==> config.mk <==
export PLATFORM = sky130hd
export DESIGN_NAME = lap_stopwatch
export DESIGN_NICKNAME = d
export VERILOG_FILES = /design/src/rtl/stopwatch_pkg.sv /design/src/rtl/bcd_digit.sv /design/src/rtl/lap_stopwatch.sv
export SDC_FILE = /design/constraint.sdc
export NUM_CORES = 1
export LEC_CHECK = 0
export CORE_MARGIN = 2
export CORE_UTILIZATION = 40
export DETAILED_ROUTE_END_ITERATION = 16
export PLACE_DENSITY = 0.56
export SLEW_MARGIN = 20
export SYNTH_ARGS = -nofsm -noshare
export SYNTH_HDL_FRONTEND = slang
export SYNTH_HIERARCHICAL = 1
export SYNTH_SLANG_ARGS = --single-unit
==> constraint.sdc <==
create_clock -name clk -period 3.61 [get_ports clk]
set_clock_uncertainty 0.15 [all_clocks]
set_input_delay 0.361 -clock clk [delete_from_list [all_inputs] [get_ports clk]]
set_output_delay 0.361 -clock clk [all_outputs]
set_load 0.02 [all_outputs]
==> src/rtl/stopwatch_pkg.sv <==
// stopwatch_pkg: shared state encoding, BCD width and per-digit modulus for the lap stopwatch
package stopwatch_pkg;
    localparam int BCD_W = 4;
    typedef enum logic [1:0] {STOPPED, RUNNING, LAP} sw_state_t;
    function automatic int digit_mod(input int idx, input bit sexa);
        return (sexa && idx >= 3 && idx % 2 == 1) ? 6 : 10;
    endfunction
endpackage

==> src/rtl/bcd_digit.sv <==
// bcd_digit: one wrapping BCD counter digit counting 0..MAX
module bcd_digit import stopwatch_pkg::*; #(
    parameter int MAX = 9
) (
    input  logic             clk,
    input  logic             reset_n,
    input  logic             clr,
    input  logic             inc,
    output logic [BCD_W-1:0] value,
    output logic             at_max
);
    assign at_max = value == BCD_W'(MAX);
    always_ff @(posedge clk)
        if (!reset_n || clr) value <= '0;
        else if (inc) value <= at_max ? '0 : value + 1'b1;
endmodule

==> src/rtl/lap_stopwatch.sv <==
// lap_stopwatch: BCD stopwatch with prescaler, start/stop and lap-freeze control
module lap_stopwatch import stopwatch_pkg::*; #(
    parameter int NUM_DIGITS  = 4,
    parameter int TICK_DIV    = 1_000_000,
    parameter int SEXAGESIMAL = 0
) (
    input  logic                        clk,
    input  logic                        reset_n,
    input  logic                        start_stop,
    input  logic                        lap_clear,
    output logic [BCD_W*NUM_DIGITS-1:0] digits,
    output logic                        running,
    output logic                        lap_active,
    output logic                        overflow
);
    localparam int PW = $clog2(TICK_DIV);
    sw_state_t                   state, state_nx;
    logic [PW-1:0]               pre;
    logic                        tick, clr, cap;
    logic [NUM_DIGITS-1:0]       inc, at_max;
    logic [BCD_W*NUM_DIGITS-1:0] count, lap_q;
    assign tick       = state != STOPPED && pre == PW'(TICK_DIV - 1);
    assign running    = state != STOPPED;
    assign lap_active = state == LAP;
    // start_stop always wins over a simultaneous lap_clear
    always_comb begin
        clr      = lap_clear && !start_stop && state == STOPPED;
        cap      = lap_clear && !start_stop && state == RUNNING;
        state_nx = start_stop ? (state == STOPPED ? RUNNING : STOPPED)
                 : cap ? LAP
                 : (lap_clear && state == LAP) ? RUNNING : state;
    end
    always_ff @(posedge clk)
        if (!reset_n) begin
            state    <= STOPPED;
            pre      <= '0;
            lap_q    <= '0;
            digits   <= '0;
            overflow <= 1'b0;
        end else begin
            state    <= state_nx;
            pre      <= (clr || tick) ? '0 : state != STOPPED ? pre + 1'b1 : pre;
            lap_q    <= clr ? '0 : cap ? count : lap_q;
            overflow <= clr ? 1'b0 : (tick && &at_max) ? 1'b1 : overflow;
            digits   <= state == LAP ? lap_q : count;
        end
    for (genvar i = 0; i < NUM_DIGITS; i++) begin : g_digit
        if (i == 0) begin : g_lsd
            assign inc[i] = tick;
        end else begin : g_upper
            assign inc[i] = tick && &at_max[i-1:0];
        end
        bcd_digit #(.MAX(digit_mod(i, SEXAGESIMAL != 0) - 1)) u_digit (
            .clk    (clk),
            .reset_n(reset_n),
            .clr    (clr),
            .inc    (inc[i]),
            .value  (count[i*BCD_W +: BCD_W]),
            .at_max (at_max[i])
        );
    end
endmodule

==> impl_metrics.ini <==
[status]
status = complete, no violations

[sta]
rsz0062_at_grt = no
setup_viol = 0
hold_violations = 0
worst_slack_ns = 0.8140
tightest_slew_ns = 0.9651
slew_headroom_pct = 34.75
final.min_clock_period_ns = 2.796
fmax_mhz = 357.7
finalHoldWorstSlack_ns = 0.3023
fin_setup_tns_ns = 0
slew_viol_final = 0
fin_crit_sh_pct = 77.45

[power]
p_switching_uw = 342.3
max-vdd-ir-drop_v = 0.0002037
p_leak_uw = 0.001134
pwr-share-clk_pct = 43.0
seqPwrFrac_pct = 53.3
internal_power_uw = 1138
swShare_pct = 23.12
powerDensity_mw_per_mm2 = 414.1
p_comb_share_pct = 3.7
p_total_uw = 1481

[critical_path]
rr_startpoint = pre[10]$_SDFFE_PP0N_
slowest_stage = or4b_1
required_ns = 3.73
cp_top_family = simple AND/OR/NAND/NOR gates
crit_path_start_kind = flop
crit_fanout = 7
crit_path_end_kind = flop
critPathMaxStageDelay_ns = 0.52
reg2reg_to = g_digit[3].u_digit/value[1]$_SDFFE_PP0P_
path_buf_inv = 0
worstSetupStartpoint = pre[10]$_SDFFE_PP0N_
crit_chain = or4b_1 > or4_4 > nor2_1 > and4_1 > nand2_1 > or3_1 > a21oi_2
worstRegToRegCells = 7
critPathArrivalTime_ns = 2.92
ff2ff_setup_slack_ns = 0.81
path_class = reg -> reg

[cts]
cts_resized = 0
cts_setup_buffers = 0
clk_latency_ns = 0.34
cts_root_buffer = clkbuf_8
cts.sinks = 71
cts_hold_buf = 0
cts_tree = done
cts_inserted_buffers = 9
h-tree-depth = 3
cts.path.max_buffers = 2
clk_pin_slew_ns = 0.08

[logic_synthesis]
synth_top_family_by_area = simple AND/OR/NAND/NOR gates
synth_enable_flop_cells = 0
synth_fa_ha_area_share_pct = 0.4097
synthSimpleGateAreaFrac_pct = 29.86
avgSynthCellArea_sq_um = 8.507
synth-compound-area-share_pct = 14.46
synth.area.mux_share_pct = 0.6964
syn_area_sq_mm = 0.003054
syn-num-nets = 364
seq_area_frac_synth_pct = 46.54
ys_async_sr_fraction_pct = 0
yosysMostFrequentCell = nand2_1
synth_cell_types = 44
synth_seq_cells = 71
synth.top_cell.area_share_pct = 46.54
yosysWarnings = 6
synth_top_cell_by_area = dfxtp_1
synth-main-ff-cell = dfxtp_1
synthXorXnorAreaFrac_pct = 5.449
synth_common_cells = nand2_1, dfxtp_1, a21oi_1
syn_inst = 359
ys_top_cells_by_area = dfxtp_1, nand2_1, a21oi_1, a21boi_0, xnor2_1

[global_route]
grt_max_degree = 24
antenna_found_initial = 0
grtUsageTotal_pct = 16.55
grt.overflow.total = 0
grt_pass1_wl_mm = 11.09
grt_pass1_vias = 2398

[min_path]
hold_class = reg -> reg
holdPathStages = 2
hp-start = overflow$_SDFFE_PP0P_
hold_end = overflow$_SDFFE_PP0P_

[detailed_routing]
drt-initial-drc-count = 80
antenna_left = 0
dr_total_vias = 2496
first_pass_iters = 4
wirelength_mm = 6.385
routed_wire_length_per_instance_um = 13.16
viasPerCell = 5.146
drcViolationCount = 0

[floorplanning]
io_pins = 23
core_area_sq_mm = 0.007331
fp.dieH_um = 91.38
start_util_pct = 41.66
die_x_um = 91.38
num_rows = 31
dieArea_sq_mm = 0.008350

[placed_design]
gp_congestion = 0.8048
dpl.hpwl_mm = 4.235
preCtsSetupSlack_ns = 0.8613
numPortBuffers = 22

[layout]
syn2layout_area_growth_pct = 17.08
n_fill_cell = 709
drive_above_1_share_pct = 10.88
final_nets = 386
final_core_util_pct = 48.78
num_antenna_cells = 0

[job]
drv_cap = 0
-- logic make-up after synthesis --
family	after synthesis
AO/OA/AOI/OAI	70
XOR/XNOR	19
adder cells (fa/ha/maj)	1
buffers and inverters	20
flip-flops	71
multiplexers	2
AND/OR/NAND/NOR	176
-- placed cells by master, fill, tap and decap left out, drive strengths merged, types with 3 or more instances in the layout --
cell	count
a21boi	16
a21oi	34
and2	3
and3b	4
and4	3
and4b	4
buf	5
clkbuf	10
clkdlybuf4s50	22
clkinv	5
dfxtp	71
nand2	81
nand2b	6
nand3	11
nand4	7
nor2	23
nor2b	8
o21ai	10
o31ai	6
or3	7
or4	8
xnor2	10
xor2	9
-- worst reg2reg max path, stage by stage, from the launching register on --
cell and delay (ns):
dfxtp_1 0.37, or4b_1 0.52, or4_4 0.44, nor2_1 0.36, and4_1 0.34, nand2_1 0.10
or3_1 0.33, a21oi_2 0.13
-- per-stage QoR --
stage | area (sq um) | cells
after floorplan | 3054 | 359
after CTS | 3576 | 485
after detailed placement | 3378 | 469
after global routing | 3576 | 485
final | 3576 | 485
after global placement | 3378 | 469
-- sequential cells by signal, summed over array words and instances, names as in the netlist --
register	cells
overflow	1
digits	16
pre	20
state	2
g_digit.u_digit/value	16
lap_q	16
-- worst max path at each step --
stage               slack [ns]                                        to  depth (start not counted)
CTS                       0.82  g_digit[3].u_digit/value[1]$_SDFFE_PP0P_                          7
global route              0.62  g_digit[3].u_digit/value[1]$_SDFFE_PP0P_                          7
finish                    0.81  g_digit[3].u_digit/value[1]$_SDFFE_PP0P_                          7
global placement          0.92  g_digit[3].u_digit/value[1]$_SDFFE_PP0P_                          7
detailed placement        0.86  g_digit[3].u_digit/value[1]$_SDFFE_PP0P_                          7
floorplan                 1.09  g_digit[3].u_digit/value[1]$_SDFFE_PP0P_                          7
-- power by group through the flow --
stage | clock network (uW) | logic, uW | registers [uW]
after detailed placement | 0 | 55.8 | 808
after floorplan | 0 | 35.6 | 805
final | 637 | 54.7 | 789
after CTS | 656 | 56.3 | 789
after global routing | 686 | 60.2 | 790
after global placement | 0 | 55.8 | 807
-- cell type report --
class                   count  area (sq um)  area share [%]
clock buffers              10         137.6           3.849
well taps                  99         123.9           3.464
clock inverters             6         60.06           1.679
inverters                   4         15.01          0.4199
multi-input cells         268          1560           43.63
repair buffers             27         257.7           7.208
flip-flops and latches     71          1421           39.75
-- per-layer routing --
| metal | part of all wire (%) | routed length, um | track usage, % | vias up |
|---|---|---|---|---|
| met4 | 1.3 | 86 | 7.576 | 0 |
| li1 | - | - | - | 1291 |
| met5 | 0 | 0 | 0 | - |
| met2 | 48 | 3044 | 28.19 | 35 |
| met3 | 2.3 | 145 | 3.485 | 9 |
| met1 | 49 | 3109 | 19.90 | 1161 |
Power figures use the tool's default switching activity.
